<file path="src/rtl/exe_alu_stage.sv">
// Execute-stage ALU with NZCV status register and the EXE/MEM pipeline
// register. Flags are registered and fed back as carry-in for ADC/SBC.
module exe_alu_stage #(
    parameter int DATA_W = 32,
    parameter int REG_W  = 4
) (
    input  logic              clk,
    input  logic              rst_n,
    input  logic              freeze,
    input  logic              flush,
    input  logic              valid_in,
    input  logic [3:0]        exe_cmd,
    input  logic              s_in,
    input  logic [DATA_W-1:0] val1,
    input  logic [DATA_W-1:0] val2,
    input  logic [DATA_W-1:0] st_val_in,
    input  logic              wb_en_in,
    input  logic              mem_r_en_in,
    input  logic              mem_w_en_in,
    input  logic [REG_W-1:0]  dest_in,
    output logic              valid_out,
    output logic [DATA_W-1:0] alu_result,
    output logic [DATA_W-1:0] st_val,
    output logic              wb_en,
    output logic              mem_r_en,
    output logic              mem_w_en,
    output logic [REG_W-1:0]  dest,
    output logic [3:0]        status
);
    localparam int MSB = DATA_W - 1;

    logic              valid_q, valid_d;
    logic [DATA_W-1:0] result_q, result_d;
    logic [DATA_W-1:0] st_val_q, st_val_d;
    logic              wb_en_q, wb_en_d;
    logic              mem_r_en_q, mem_r_en_d;
    logic              mem_w_en_q, mem_w_en_d;
    logic [REG_W-1:0]  dest_q, dest_d;
    logic [3:0]        status_q, status_d;

    logic              cin;
    logic [DATA_W:0]   wide;
    logic [DATA_W-1:0] r;
    logic              c_new, v_new;
    logic              cmd_known;

    assign cin = status_q[1];

    // ALU: result plus C/V; logical ops keep the old C and V.
    always_comb begin
        wide      = '0;
        r         = '0;
        c_new     = status_q[1];
        v_new     = status_q[0];
        cmd_known = 1'b1;
        unique case (exe_cmd)
            4'b0001: r = val2;
            4'b1001: r = ~val2;
            4'b0010, 4'b0011: begin
                wide  = {1'b0, val1} + {1'b0, val2}
                      + {{DATA_W{1'b0}}, (exe_cmd == 4'b0011) & cin};
                r     = wide[MSB:0];
                c_new = wide[DATA_W];
                v_new = (val1[MSB] == val2[MSB]) && (r[MSB] != val1[MSB]);
            end
            4'b0100, 4'b0101: begin
                // Borrow into bit DATA_W means val1 < val2 + borrow.
                wide  = {1'b0, val1} - {1'b0, val2}
                      - {{DATA_W{1'b0}}, (exe_cmd == 4'b0101) & ~cin};
                r     = wide[MSB:0];
                c_new = ~wide[DATA_W];
                v_new = (val1[MSB] != val2[MSB]) && (r[MSB] != val1[MSB]);
            end
            4'b0110: r = val1 & val2;
            4'b0111: r = val1 | val2;
            4'b1000: r = val1 ^ val2;
            default: cmd_known = 1'b0;
        endcase
    end

    // Next state: freeze holds everything, bubbles clear valid and controls.
    always_comb begin
        valid_d    = valid_q;
        result_d   = result_q;
        st_val_d   = st_val_q;
        wb_en_d    = wb_en_q;
        mem_r_en_d = mem_r_en_q;
        mem_w_en_d = mem_w_en_q;
        dest_d     = dest_q;
        status_d   = status_q;
        if (!freeze) begin
            if (flush || !valid_in) begin
                valid_d    = 1'b0;
                wb_en_d    = 1'b0;
                mem_r_en_d = 1'b0;
                mem_w_en_d = 1'b0;
            end else begin
                valid_d    = 1'b1;
                result_d   = r;
                st_val_d   = st_val_in;
                wb_en_d    = wb_en_in;
                mem_r_en_d = mem_r_en_in;
                mem_w_en_d = mem_w_en_in;
                dest_d     = dest_in;
                if (s_in && cmd_known)
                    status_d = {r[MSB], (r == '0), c_new, v_new};
            end
        end
    end

    // Pipeline and status registers with synchronous reset.
    always_ff @(posedge clk) begin
        if (!rst_n) begin
            valid_q    <= 1'b0;
            result_q   <= '0;
            st_val_q   <= '0;
            wb_en_q    <= 1'b0;
            mem_r_en_q <= 1'b0;
            mem_w_en_q <= 1'b0;
            dest_q     <= '0;
            status_q   <= '0;
        end else begin
            valid_q    <= valid_d;
            result_q   <= result_d;
            st_val_q   <= st_val_d;
            wb_en_q    <= wb_en_d;
            mem_r_en_q <= mem_r_en_d;
            mem_w_en_q <= mem_w_en_d;
            dest_q     <= dest_d;
            status_q   <= status_d;
        end
    end

    assign valid_out  = valid_q;
    assign alu_result = result_q;
    assign st_val     = st_val_q;
    assign wb_en      = wb_en_q;
    assign mem_r_en   = mem_r_en_q;
    assign mem_w_en   = mem_w_en_q;
    assign dest       = dest_q;
    assign status     = status_q;
endmodule

</file>
<file path="config.mk">
export PLATFORM = sky130hd
export DESIGN_NAME = exe_alu_stage
export DESIGN_NICKNAME = d
export VERILOG_FILES = /design/src/rtl/exe_alu_stage.sv
export SDC_FILE = /design/constraint.sdc
export NUM_CORES = 1
export LEC_CHECK = 0
export ABC_AREA = 1
export BUFFER_PORTS_ARGS = -buffer_cell sky130_fd_sc_hd__clkbuf_2
export CORE_ASPECT_RATIO = 0.9
export CORE_MARGIN = 8
export CORE_UTILIZATION = 50
export DETAILED_ROUTE_END_ITERATION = 10
export GPL_TIMING_DRIVEN = 0
export PLACE_DENSITY = 0.74
export SLEW_MARGIN = 20
export SYNTH_ARGS = -nofsm -noshare
export SYNTH_HDL_FRONTEND = slang
export SYNTH_SLANG_ARGS = --single-unit
</file>
<file path="constraint.sdc">
create_clock -name clk -period 3.9 [get_ports clk]
set_input_delay 0.78 -clock clk [delete_from_list [all_inputs] [get_ports clk]]
set_output_delay 0.78 -clock clk [all_outputs]
set_load 0.03 [all_outputs]
</file>
==> metrics.txt, run 1 <==
count of mapped cells out of synthesis between 1500 and 2000; IO Pins between 150 and 200; remaining global-route overflow 0; launching instance or port of the critical path exe_cmd[3]; proportion of netlist area held by the largest area contributor between 10% and 20%; capture point of the worst path status[2]$_SDFFE_PN0P_; final period demand of the worst path between 3000 and 4000 ps; setup violators final 0; Highest Signal Layer met4; type of the most critical hold path flip-flop to flip-flop; residual DRC count 0; leakage power total approximately 0.007 uW; top cells by area in the synthesized netlist nand2_1 20%, ha_1 16%, dfxtp_1 15%; Std-Cell Core Area roughly 20000 sq um; CP max FO 4; post-synth design cell area around 10000 sq um; P_sw between 1000 and 1500 uW; logic depth of the worst register-to-register path 23; per-cell routed wire length 17.4 microns; antenna violations before repair 1; die boundary width approximately 170 microns; GP Congestion about 0.96; critical path class input pin to flip-flop; # Max-Cap Violations 0; clock root buffer master clkbuf_16; Final Max Slew Viols 0; clock sinks 76; total routing resource utilization after global routing just over 30%; total negative setup slack 0 ps; Final Skew between 5 and 6 ps; Slew Limit Headroom approximately half; flop and latch count out of synthesis between 70 and 80; # hold bufs at CTS 0; proportion of layout cells with a drive suffix above 1 14.3%; clock tree from TritonCTS built; final std cell area, no fill roughly 12000 sq um; router iterations before antenna repair 5; max frequency around 260 MHz; largest voltage drop on the vdd net roughly 270 uV; ratio of total power to cell area around 270 nW/um^2; post-synthesis sequential area ratio about 15%; flop-to-flop setup slack around 380 ps; deepest clock path buffer count 2; count of H-tree levels built during CTS 3; pin count of the biggest net entering global routing 16; total internal power between 1500 and 2000 uW; first-pass GRT wire length between 60000 and 70000 microns; proportion of power drawn by the clock network between 20 and 25%; number of buffers created by CTS 9; net count after synthesis between 2000 and 2500; clock slew at reported path FFs roughly 70 ps; routed length on met1 approximately 17000 microns; Most Frequent Cell on Critical Path nand2_2; DRT antenna net count 0; port bufs between 150 and 200; HPWL reported at the end of detailed placement between 30000 and 40000 microns; Met3 Routed Length 2620 microns; number of warnings issued by yosys 0; nature of the critical path endpoint flip-flop; number of global-route vias before repair 11200; post-synth top area cell nand2_1; slowest stage cell on the critical path fa_1; routed via count 12100; part of the power in registers between 20% and 30%; ratio of routed vias to standard cells ~5.3; Avg Inst Size Synth roughly 5.5 sq um; part of the cycle the worst path needs a little over nine tenths; number of cell rows 49; endpoint of the lowest-slack register-to-register path status[2]$_SDFFE_PN0P_; Critical Path Start Type input pin; final WL about 40000 microns; run status finished clean; relative area change from synthesis to final layout 17.3%; data arrival time of the critical path a little over 4000 ps; placed cell areas 11400 sq um; worst skew pair latency ~330 ps; final hold violation count 0; startpoint of the worst register-to-register path status[1]$_SDFFE_PN0P_; slowest stage delay, CP approximately 440 ps; switching power as a share of total power 45.3%; initial detailed-routing violation count 1149; CP required 4170 ps; area of the die 25100 sq um; Worst Tran Pin Value ~740 ps; Initial Utilization between 50% and 60%; Logic pwr share roughly 50%; total met2 wirelength after detailed routing about 19000 microns; Die Ht 151 microns; final hold slack roughly 460 ps; count of unique library cells instantiated by Yosys 36; nets@finish ~2300
-- per-stage QoR --
stage / worst slack (ps) / total power, uW / util (%) / cells
finish: 117 / 3200 / 59.7 / 2298
global placement: -610 / 2340 / 57.2 / 2276
CTS: 8.95 / 3140 / 58.8 / 2292
floorplan: 314 / 1880 / - / 1834
global route: -27.5 / 3430 / 59.7 / 2298
detailed placement: -679 / 2360 / 57.2 / 2276
-- how the worst min path moves through the flow --
stage	startpoint	endpoint	slack, ps	cells after the start
CTS	valid_out$_SDFFE_PN0N_	valid_out$_SDFFE_PN0N_	470	2
global placement	mem_w_en$_SDFFE_PN0N_	mem_w_en$_SDFFE_PN0N_	440	2
global route	wb_en$_SDFFE_PN0N_	wb_en$_SDFFE_PN0N_	490	2
finish	wb_en$_SDFFE_PN0N_	wb_en$_SDFFE_PN0N_	460	2
floorplan	mem_w_en$_SDFFE_PN0N_	mem_w_en$_SDFFE_PN0N_	580	2
detailed placement	valid_out$_SDFFE_PN0N_	valid_out$_SDFFE_PN0N_	460	2
-- cells by family (layout without fill, tap and decap cells) --
group / after synthesis / after routing / share of synthesized area (%)
AOI/OAI and AO/OA: 239 / 239 / 13.0
xor gates and xnor gates: 4 / 4 / 0.345
adders and majority gates: 130 / 130 / 16.3
buffers and inverters: 387 / 595 / 14.8
DFF: 76 / 76 / 15.0
other: 0 / 1 / 0
and+or+nand+nor: 998 / 998 / 40.5
-- placed cells by master (no fill, tap or decap), types with 23 or more instances in the layout --
cell | synthesis | final
nand2_1 | 538 | 527
inv_1 | 338 | 336
nor2_1 | 254 | 240
clkbuf_2 | 0 | 186
ha_1 | 126 | 126
nand3_1 | 135 | 125
o21ai_0 | 101 | 100
dfxtp_1 | 76 | 76
a21oi_1 | 72 | 71
o22ai_1 | 25 | 25
clkbuf_1 | 23 | 23
-- flip-flops by register name, summed over array words and instances, names as in the netlist --
name and flops:
alu_result 32, dest 4, mem_r_en 1, mem_w_en 1, st_val 32, status 4, valid_out 1, wb_en 1
-- synth_stat cells (all sizes together) --
cell type and instances:
nand3 137, and2 4, o211ai 5, fa 4, a21oi 72, o21ai 107
nor2 261, o21bai 7, clkinv 1, xor2 3, a211oi 11, dfxtp 76
a31oi 2, o21a 2, nor4 3, buf 19, nand2 548, inv 344
o22ai 25, nand3b 15, xnor2 1, and3 1, nor3 13, nand4 16
ha 126, clkbuf 23, a221oi 8
-- routing by layer --
layer  track usage, %  vias to the layer above
met3             3.13                       72
li1                 -                     6159
met5                0                        -
met1             39.6                     5399
met4             10.6                        0
met2             52.7                      467
-- final cells by class --
type | instances | area (sq um)
plain buffers | 42 | 205
clock buffers | 9 | 225
diodes | 1 | 2.50
multi-input cells | 1371 | 7300
repair buffers | 192 | 973
inverters | 345 | 1290
fillers | 2059 | 8030
clock inverters | 7 | 55.1
flip-flops and latches | 76 | 1520
well taps | 255 | 319
-- critical path: cells and delay by family --
kind / cells / cell delay [ps]
AOI/OAI and AO/OA: 3 / 270
and+or+nand+nor: 14 / 1530
buffers and inverters: 6 / 480
adders and majority gates: 3 / 970
-- power by group through the flow --
stage          logic, uW  clock network, uW  registers (uW)
5_1_grt             1760                838             836
3_3_place_gp        1490                  0             848
6_report            1590                782             833
2_1_floorplan        959                  0             923
4_1_cts             1520                790             832
3_5_place_dp        1510                  0             849
-- repair_timing --
action / in CTS / in global routing
buffers inserted: 0 / 5
resized for setup: 13 / 40
setup endpoints to repair: 1 / 1
pin swaps: 8 / 15
gates cloned: 0 / 0
Note: power is estimated with default switching activity, not from simulation.
==> inputs of run 2 (changes only) <==
--- a/config.mk
+++ b/config.mk
@@ -8,11 +8,12 @@
 export ABC_AREA = 1
 export BUFFER_PORTS_ARGS = -buffer_cell sky130_fd_sc_hd__clkbuf_2
 export CORE_ASPECT_RATIO = 0.9
-export CORE_MARGIN = 8
+export CORE_MARGIN = 5
 export CORE_UTILIZATION = 50
 export DETAILED_ROUTE_END_ITERATION = 10
 export GPL_TIMING_DRIVEN = 0
 export PLACE_DENSITY = 0.74
+export REMOVE_ABC_BUFFERS = 1
 export SLEW_MARGIN = 20
 export SYNTH_ARGS = -nofsm -noshare
 export SYNTH_HDL_FRONTEND = slang
==> metrics.txt, run 2 (synthesis results as in run 1) <==
critical path class input pin to flip-flop; first-pass GRT wire length ~58000 microns; run status finished clean; data arrival time of the critical path roughly 4000 ps; total routing resource utilization after global routing 30.2%; deepest clock path buffer count 2; final hold violation count 0; critical path's top delay family simple AND/OR/NAND/NOR gates; final period demand of the worst path ~3800 ps; clock slew at reported path FFs around 60 ps; routed via count 12100; slowest stage cell on the critical path fa_1; HPWL reported at the end of detailed placement around 30000 microns; GP Congestion between 1 and 1.5; port bufs about 190; CP required between 4000 and 5000 ps; residual DRC count 0; worst skew pair latency ~330 ps; slowest stage delay, CP 490 ps; proportion of layout cells with a drive suffix above 1 roughly 14%; max frequency between 200 and 300 MHz; area of the die 23200 sq um; pin count of the biggest net entering global routing between 70 and 80; Final Max Slew Viols 0; Worst Tran Pin Value 1060 ps; antenna cell count 0; number of cell rows 49; total negative setup slack 0 ps; total met2 wirelength after detailed routing 17000 microns; most frequent cells in the layout 527 x nand2_1, 335 x inv_1, 239 x nor2_1; leakage power total between 0.006 and 0.007 uW; number of buffers created by CTS 9; ratio of total power to cell area 282 nW/um^2; largest voltage drop on the vdd net between 200 and 300 uV; Die Ht approximately 150 microns; router iterations before antenna repair 5; utilization of the core after routing around 60%; leading cell type in the layout, fill and taps excluded nand2_1; Initial Utilization roughly half; ratio of routed vias to standard cells between 5 and 6; type of the most critical hold path flip-flop to flip-flop; initial detailed-routing violation count 1109; # placed instances about 2200; IO Pins 189; Post-Layout Cell Count roughly 2300; DRT antenna net count 0; nets@finish around 2200; number of global-route vias before repair between 10000 and 15000; Slew Limit Headroom 29.2%; antenna violations before repair 0; CP max FO 4; clock sinks 76; part of the cycle the worst path needs a little over nine tenths; count of H-tree levels built during CTS 3; Final Skew around 3.0 ps; per-cell routed wire length ~16 microns; routed length on met1 about 16000 microns; setup violators final 0; nature of the critical path endpoint flip-flop; remaining global-route overflow 0; die boundary width around 160 microns; Highest Signal Layer met4; buffering stage count on the worst path with inverters included 6; clock tree from TritonCTS built; final hold slack between 400 and 500 ps; Critical Path Start Type input pin; Met3 Routed Length ~2700 microns; Std-Cell Core Area 20000 sq um; final WL between 30000 and 40000 microns; clock root buffer master clkbuf_16; relative area change from synthesis to final layout 17.8%; # Max-Cap Violations 0
run 2: cell count changes in the layout (fill, tap and decap cells not counted), sizes merged:
cell      delta
clkbuf      -24
buf          -8
bufinv       +3
clkinvlp     -2
inv          -2
clkinv       +1
diode        -1
run 2: report_power, final:
group / switching, uW / internal [uW] / leakage [uW]
sequential: 19.1 / 815 / 0.000621
combinational: 1060 / 505 / 0.00620
clock: 334 / 629 / 0.000170
total: 1420 / 1950 / 0.00699
run 2: final cells by class:
| cell class | instances | area (sq um) |
|---|---|---|
| fillers | 2090 | 8040 |
| multi-input cells | 1371 | 7340 |
| flip-flops and latches | 76 | 1520 |
| inverters | 345 | 1300 |
| repair buffers | 202 | 1120 |
| well taps | 255 | 319 |
| clock buffers | 9 | 225 |
| clock inverters | 7 | 121 |
run 2: routing by layer:
| metal | vias up | global-route usage (%) |
|---|---|---|
| met3 | 91 | 3.01 |
| met2 | 492 | 51.0 |
| met4 | 0 | 11.8 |
| met5 | - | 0 |
| li1 | 6087 | - |
| met1 | 5437 | 39.8 |
run 2: repair_timing:
| action | CTS | global route |
|---|---|---|
| resized for setup | 20 | 34 |
| hold buffers | 0 | 0 |
| pin swaps | 9 | 16 |
| setup buffers | 4 | 6 |
| endpoints found under the setup margin | 1 | 1 |
run 2: stage by stage:
stage	setup slack (ps)	cell area (sq um)	power, uW
after detailed placement	-637	11300	2330
after CTS	29.0	11800	3310
final	67.0	11900	3370
after floorplan	-1680	9940	1860
after global routing	-73.6	11900	3590
after global placement	-4220	11200	2300
run 2: worst paths after layout:
| kind | cells after the start | start | slack [ps] | to |
|---|---|---|---|---|
| worst max-delay path | 26 | exe_cmd[3] | 70 | status[2]$_SDFFE_PN0P_ |
| worst min-delay path | 2 | status[2]$_SDFFE_PN0P_ | 460 | status[2]$_SDFFE_PN0P_ |
| worst max register to register | 23 | status[1]$_SDFFE_PN0P_ | 360 | status[2]$_SDFFE_PN0P_ |
| worst min register to register | 2 | status[2]$_SDFFE_PN0P_ | 460 | status[2]$_SDFFE_PN0P_ |
run 2: worst min-delay path, delay by kind of cell, from the launching register on:
family,cells,cell delay [ps]
DFF,1,310
and+or+nand+nor,1,60
AOI/OAI and AO/OA,1,50
